--- config.mk ---
export PLATFORM = sky130hd
export DESIGN_NAME = il_ram_sched
export DESIGN_NICKNAME = d
export VERILOG_FILES = /design/src/rtl/il_ram_sched.sv
export SDC_FILE = /design/constraint.sdc
export NUM_CORES = 1
export LEC_CHECK = 0
export CAP_MARGIN = 20
export CELL_PAD_IN_SITES_DETAIL_PLACEMENT = 1
export CELL_PAD_IN_SITES_GLOBAL_PLACEMENT = 1
export CORE_MARGIN = 2
export CORE_UTILIZATION = 25
export DETAILED_ROUTE_END_ITERATION = 10
export HOLD_SLACK_MARGIN = 0.05
export PLACE_DENSITY_LB_ADDON = 0.1
export SETUP_SLACK_MARGIN = 0.4
export SYNTH_ARGS = -nofsm -noshare
export SYNTH_HDL_FRONTEND = slang
export SYNTH_SLANG_ARGS = --single-unit
export TNS_END_PERCENT = 50
--- constraint.sdc ---
create_clock -name clk -period 2.25 [get_ports clk]
set_input_delay 0.3375 -clock clk [delete_from_list [all_inputs] [get_ports clk]]
set_output_delay 0.3375 -clock clk [all_outputs]
set_load 0.005 [all_outputs]
--- src/rtl/il_ram_sched.sv ---
// Shared turbo-interleaver RAM scheduler: arbitrates two PB requesters and runs one
// write / turnaround / quad-read transaction at a time for the granted requester.
module il_ram_sched (
    input  logic        clk,
    input  logic        rst,
    input  logic [1:0]  req,
    input  logic [1:0]  pb_sel0,
    input  logic [1:0]  pb_sel1,
    output logic [1:0]  gnt,
    output logic        busy,
    input  logic        wr_vld,
    output logic        wr_rdy,
    output logic        ram_wen,
    output logic [11:0] ram_waddr,
    input  logic        rd_rdy,
    output logic        rd_en,
    output logic [11:0] ram_raddr,
    output logic [11:0] pb_len,
    output logic [11:0] pb_offset,
    output logic [1:0]  done
);

    typedef enum logic [2:0] {
        StIdle,
        StLoad,
        StWrite,
        StTurn,
        StRead,
        StDone
    } state_e;

    state_e      state_q, state_d;
    logic [11:0] cnt_q, cnt_d;
    logic        ptr_q, ptr_d;
    logic [1:0]  gnt_q, gnt_d;
    logic [11:0] pb_len_q, pb_len_d;
    logic [11:0] pb_offset_q, pb_offset_d;

    logic        win_idx;
    logic [1:0]  win_sel;
    logic        wr_fire;
    logic        rd_fire;
    logic        wr_last;
    logic        rd_last;

    function automatic logic [11:0] tbl_len(input logic [1:0] sel);
        logic [11:0] len;
        case (sel)
            2'd0:    len = 12'h040;
            2'd1:    len = 12'h220;
            2'd2:    len = 12'h820;
            default: len = 12'h00A;
        endcase
        return len;
    endfunction

    function automatic logic [11:0] tbl_offset(input logic [1:0] sel);
        logic [11:0] off;
        case (sel)
            2'd0:    off = 12'h000;
            2'd1:    off = 12'h040;
            2'd2:    off = 12'h260;
            default: off = 12'h000;
        endcase
        return off;
    endfunction

    // Single requester wins outright; on contention the round-robin pointer decides.
    always_comb begin
        win_idx = ptr_q;
        if (req == 2'b01) begin
            win_idx = 1'b0;
        end else if (req == 2'b10) begin
            win_idx = 1'b1;
        end
        win_sel = win_idx ? pb_sel1 : pb_sel0;
    end

    assign wr_fire = (state_q == StWrite) && wr_vld;
    assign rd_fire = (state_q == StRead) && rd_rdy;
    assign wr_last = (cnt_q == (pb_len_q - 12'd1));
    assign rd_last = (cnt_q == ((pb_len_q >> 2) - 12'd1));

    always_ff @(posedge clk) begin
        if (rst) begin
            state_q     <= StIdle;
            cnt_q       <= 12'd0;
            ptr_q       <= 1'b0;
            gnt_q       <= 2'b00;
            pb_len_q    <= 12'd0;
            pb_offset_q <= 12'd0;
        end else begin
            state_q     <= state_d;
            cnt_q       <= cnt_d;
            ptr_q       <= ptr_d;
            gnt_q       <= gnt_d;
            pb_len_q    <= pb_len_d;
            pb_offset_q <= pb_offset_d;
        end
    end

    always_comb begin
        state_d     = state_q;
        cnt_d       = cnt_q;
        ptr_d       = ptr_q;
        gnt_d       = gnt_q;
        pb_len_d    = pb_len_q;
        pb_offset_d = pb_offset_q;
        case (state_q)
            StIdle: begin
                if (req != 2'b00) begin
                    gnt_d       = win_idx ? 2'b10 : 2'b01;
                    pb_len_d    = tbl_len(win_sel);
                    pb_offset_d = tbl_offset(win_sel);
                    state_d     = StLoad;
                end
            end
            StLoad: begin
                cnt_d   = 12'd0;
                state_d = StWrite;
            end
            StWrite: begin
                if (wr_fire) begin
                    if (wr_last) begin
                        cnt_d   = 12'd0;
                        state_d = StTurn;
                    end else begin
                        cnt_d = cnt_q + 12'd1;
                    end
                end
            end
            StTurn: begin
                state_d = StRead;
            end
            StRead: begin
                if (rd_fire) begin
                    cnt_d = cnt_q + 12'd1;
                    if (rd_last) begin
                        state_d = StDone;
                    end
                end
            end
            StDone: begin
                // Pointer moves to the requester that was not just served.
                ptr_d   = gnt_q[0];
                gnt_d   = 2'b00;
                state_d = StIdle;
            end
            default: begin
                state_d = StIdle;
            end
        endcase
    end

    always_comb begin
        gnt       = gnt_q;
        busy      = (state_q != StIdle);
        wr_rdy    = (state_q == StWrite);
        ram_wen   = wr_fire;
        ram_waddr = (state_q == StWrite) ? (pb_offset_q + cnt_q) : 12'd0;
        rd_en     = rd_fire;
        ram_raddr = (state_q == StRead) ? (pb_offset_q + cnt_q) : 12'd0;
        pb_len    = pb_len_q;
        pb_offset = pb_offset_q;
        done      = (state_q == StDone) ? gnt_q : 2'b00;
    end

endmodule

Word-level counts from Yosys, hierarchy flattened

Cells that the tools add are included.

Add/subtract/negate cells: 4
Equality and inequality tests: 16
Multiplexer cells: 21
Reduce and logical (&&, ||, !) cells: 12

Operator list:

| kind                                                                     | number |
|---|---|
| 12-bit one-hot mux with 3 select lines                                   | 2 |
| 12-bit 2-to-1 mux                                                        | 5 |
| 12-bit equality test                                                     | 2 |
| 10-bit one-hot mux with 2 select lines                                   | 1 |
| 3-bit 2-to-1 mux                                                         | 5 |
| 3-bit one-hot mux with 5 select lines                                    | 1 |
| 12-bit by 1-bit adder with 12-bit output (second input constant)         | 1 |
| 12-bit adder                                                             | 1 |
| 12-bit by 1-bit subtractor with 12-bit output (second input constant)    | 1 |
| 10-bit by 1-bit subtractor with 11-bit output (second input constant)    | 1 |
| 2-bit 2-to-1 mux                                                         | 4 |
| 3-bit by 2-bit equality test with 1-bit output (second input constant)   | 2 |
| 3-bit equality test (second input constant)                              | 2 |
| 2-bit inequality test (second input constant)                            | 3 |
| 3-bit nonzero test                                                       | 2 |
| 5-bit AND reduction                                                      | 1 |
| 2-bit by 1-bit equality test with 1-bit output (second input constant)   | 2 |
| 2-bit equality test (second input constant)                              | 2 |
| 2-bit by 1-bit inequality test with 1-bit output (second input constant) | 2 |
| 2-bit one-hot mux with 2 select lines                                    | 1 |
| 2-bit AND reduction                                                      | 2 |
| 2-bit nonzero test                                                       | 2 |
| 3-bit by 1-bit equality test with 1-bit output (second input constant)   | 1 |
| 3-bit zero test                                                          | 1 |
| 4 further kinds                                                          | 6 |

Register bits: 42
Bits of input ports: 10
Output and inout bits: 56
Word-level logic and storage cells: 59

Depth between registers and ports, before layout

Word-level depth: 6
Depth in mapped cells: 9

Worst setup path before layout

Ideal clock, no wire load.

Path kind: register to register
From: register pb_len_q[3] (netlist: pb_len[3])
To: register state_q[0]
Library setup time: 103 ps
Arrival time: 2146 ps
Data required time: 2147 ps
Slack: 0 ps
Cell stages (with the launch flop): 9
Path buffers: 1
Clock period less this slack: 2250 ps
Cell sequence: dfxtp_1 > buf_6 > nor3_4 > ha_1 > xor2_1 > nand4_1 > a211o_1 > or3_1 > a2111oi_2

Cells in the longest elaborated chain, start to end: 4
Elaborated cells on any way between the ends: 7
Those cells by class: 2 x add/sub; 4 x eq/ne; 1 x reduce/logical

Ends and longest elaborated chain:

| element                                                                                                               | line   | source |
|---|---|---|
| from (decl)                                                                                                           | 36     | `logic [11:0] pb_len_q, pb_len_d;` |
| from (signal assigned)                                                                                                | 97     | `pb_len_q <= pb_len_d;` |
| 12-bit by 1-bit subtractor with 12-bit output / 10-bit by 1-bit subtractor with 11-bit output (equally long branches) | 81, 82 |  |
| 12-bit equality test, on equally long branches                                                                        | 81, 82 |  |
| 2-bit by 1-bit inequality test with 1-bit output (no line) / 2-bit inequality test (equally long branches)            | n/a    |  |
| 5-bit AND reduction (no line) *                                                                                       | n/a    |  |
| to (signal assigned)                                                                                                  | 86     | `state_q <= StIdle;` |
| to (signal assigned)                                                                                                  | 93     | `state_q <= state_d;` |
| to (decl)                                                                                                             | 32     | `state_e state_q, state_d;` |

Mark *: on every way between the ends. The rest lies on a longest branch, timed or not.
A chain may end at the register's enable or synchronous reset.

==> results.md <==
- Leak: about 1.4 nW
- Hold WS: approximately 530 ps
- Worst EP required: between 1500 and 2000 ps
- Final WL: 7132 um
- Longest Clk Path Bufs: 2
- Worst-path fanout max: 3
- Unrepaired setup endpoints after global routing: true
- Synth-to-Final Area Change: 64.35%
- Hold Path End: gnt[1]$_SDFFE_PP0P_
- # IOs: 66
- Peak supply drop: about 0.00024 V
- Clock transition at the registers of the reported paths: approximately 90 ps
- Synth Area in Simple Gates: between 20% and 30%
- Pwr Total: 0.001631 W
- Post-synthesis mux area share: 5.138%
- Sequential-to-total area share from yosys stat: between 20% and 30%
- Psw: a little over 0.0006 W
- GP Congestion: approximately 0.78
- Gate power share: 53.3%
- Clock Latency Late Sink: ~270 ps
- Max-slew violation count: 0
- Fin crit share: 104.2%
- Via count: between 2000 and 2500
- FF/Latch Area: a little under 500 um2
- Die area: slightly below 9000 um2
- Initial antenna violation count: 0
- Fillcell total: 906
- Initial core utilization: roughly a quarter
- RR Startpoint: pb_len[5]$_SDFFE_PP0P_
- Initial DRC Count: 57
- GRT overflow: 0
- Root buffer cell: clkbuf_8
- Clk_skew: between 2 and 2.5 ps
- Worst Setup Start Kind: flip-flop
- Via-per-instance ratio: between 4 and 5
- Min cycle time layout: 2344 ps
- Adder-Cell Fraction of Synth Area: approximately 8.4%
- Routed Antenna Nets: 0
- Synth Area in Compound Gates: 13.41%
- Async SR Flop Fraction: 0%
- #FFs+latches synth: 23
- Final-stage net count: about 360
- Pre-Repair DR Iteration Count: 4
- Failing checks: setup timing
- Vias in the first global route: roughly 2100
- Relative slew slack: between 60% and 70%
- First-pass GRT wire length: 11520 um
- CTS tree: built
- EDFF count, synth: 0
- Buffers on Ports: 50
- CTS buffer count: 3
- Max H-tree Level: 1
- DP Cell Count: 408
- Post-detail-place hpwl: roughly 5000 um
- Commonest non-fill, non-tap cell in the layout: buf_4
- Post-Layout Cell Count: roughly 440
- Yosys Warn Count: 0
- Reg2reg setup slack: -20 ps
- Hold Fails Final Rpt: 0
- Layout cells sized above 1: a little over two fifths
- Hold depth: 2
- Clock Sink Count: 23
- Dominant combinational cell family by area after synthesis: simple AND/OR/NAND/NOR gates
- Area of the core: 7727 um2
- Fin Setup TNS: -254.3 ps
- # rows: 32
- Endpoint class of the critical path: primary output
- Chip Height: around 93 um
- Slack of the critical path: -93.72 ps
- Switch share: between 30% and 40%
- Reg power frac: 29.7%
- Hold Crit Class: reg -> reg
- Internal cell power: between 0.001 and 0.0015 W
- Syn Std Cell Area: ~2000 um2
- Pwr Density: roughly 500 nW/um2
- Tightest Pin Transition: 517.1 ps
- Worst Setup Path Type: reg -> out
- Reg2reg path depth: 8
- WL/cell: around 16 um
- Worst Hold Launch: gnt[1]$_SDFFE_PP0P_
- Largest net degree at the start of global routing: 21
- Outcome: complete, but fails checks
- Ys flop type: dfxtp_1
- Commonest cells after routing, fill and taps aside: 42 x buf_4, 22 x nor2_1, 20 x clkdlybuf4s50_1
- Highest clock rate: around 430 MHz
- Inserted Diodes: 0
- Max-cap violations: 0
- Worst R2R End: state_q[0]$_SDFFE_PP0P_
- Synth unique cells: between 40 and 50
- Total track usage: 16.96%
- Multi-input gate area: 1649 um2
- Clock network power share: between 10% and 20%
- Post-Synthesis Cells: approximately 250
- WP data arrival: 2010 ps
- Post-synthesis xor/xnor area fraction: 10.53%
- Synth Area per Inst: between 8 and 9 um2
- # DRC: 0
- Die W: approximately 93 um
- Final setup fails: 5
-- registers in the layout, summed over array words and instances, names as in the netlist --
register and flops:
gnt 2, pb_len 5, state_q 3, cnt_q 12, ptr_q 1
-- final cells by class --
class	count	share of cell area (%)
clock buffers	3	1.258
clock inverters	1	0.1525
inverters	8	0.9912
multi-input cells	193	50.25
flip-flops and latches	23	14.68
well taps	102	3.889
repair buffers	108	28.78
-- worst max path at each step --
| stage | slack, ps | depth (start not counted) | to | start |
|---|---|---|---|---|
| final | -90 | 8 | ram_raddr[11] | pb_len[5]$_SDFFE_PP0P_ |
| after global routing | -160 | 8 | ram_raddr[11] | pb_len[5]$_SDFFE_PP0P_ |
| after CTS | -70 | 8 | ram_waddr[11] | cnt_q[5]$_SDFFE_PP0P_ |
| after detailed placement | -80 | 7 | ram_waddr[11] | pb_len[11]$_SDFFE_PP0P_ |
| after global placement | -40 | 7 | ram_waddr[11] | pb_len[11]$_SDFFE_PP0P_ |
| after floorplan | 120 | 8 | state_q[0]$_SDFFE_PP0P_ | pb_len[3]$_SDFFE_PP0P_ |
-- metal layers --
metal  track usage (%)  share of wire, %
met1             22.60                47
met2             29.08                50
met3             2.740               3.1
met4             3.064              0.73
met5                 0                 0
-- per-stage QoR --
stage	area (um2)	worst slack, ps	util, %
floorplan	2071	118.2	-
finish	3282	-93.72	42.47
global placement	2713	-41.90	35.10
global route	3282	-164.6	42.47
detailed placement	2713	-82.06	35.10
CTS	3104	-66.52	40.17
-- cell usage after synthesis (all sizes together), types with 5 or more instances --
| master | n | area share, % |
|---|---|---|
| dfxtp | 23 | 23 |
| nand3 | 5 | 1.3 |
| or3 | 7 | 2.3 |
| inv | 8 | 1.5 |
| nand2 | 11 | 2.1 |
| nand4 | 5 | 1.6 |
| mux2i | 8 | 4.0 |
| a211oi | 11 | 4.1 |
| o21ai | 6 | 1.5 |
| ha | 11 | 6.9 |
| clkbuf | 12 | 2.3 |
| and3 | 9 | 2.8 |
| xnor2 | 15 | 6.6 |
| and2 | 11 | 3.4 |
| nor2 | 25 | 4.8 |
| buf | 25 | 9.0 |
| xor2 | 9 | 3.9 |
| nor3 | 9 | 2.8 |
-- cell families (layout without fill, tap and decap cells) --
family,count (synthesis),count (layout)
other cells,1,15
buf+inv,45,120
fa+ha+maj,13,13
flops,23,23
compound gates,36,36
simple gates,95,95
xor+xnor,24,24
mux,10,10
-- what timing repair did --
item / 4_1_cts / 5_1_grt
setup buffers: 16 / 9
pin swaps: 26 / 17
resized for setup: 131 / 33
gates cloned: 1 / 0
endpoints found under the hold margin: 0 / 0
setup endpoints to repair: 46 / 38
hold buffers: 0 / 0
-- critical path, cell delays in order (launching register included) --
cell     delay, ps
dfxtp_4        380
buf_4          140
fa_2           410
and3_4         190
o21ai_2        110
xor2_1         220
buf_4          140
nor2_1          30
buf_2          130
-- power groups by stage --
stage	Sequential, W	Combinational (W)	Clock [W]
6_report	0.000485	0.000869	0.000277
3_3_place_gp	0.000496	0.000637	0
4_1_cts	0.000482	0.000792	0.000292
2_1_floorplan	0.000485	0.000402	0
3_5_place_dp	0.000496	0.000641	0
5_1_grt	0.000491	0.000948	0.000304
(Power assumes the default switching activity.)
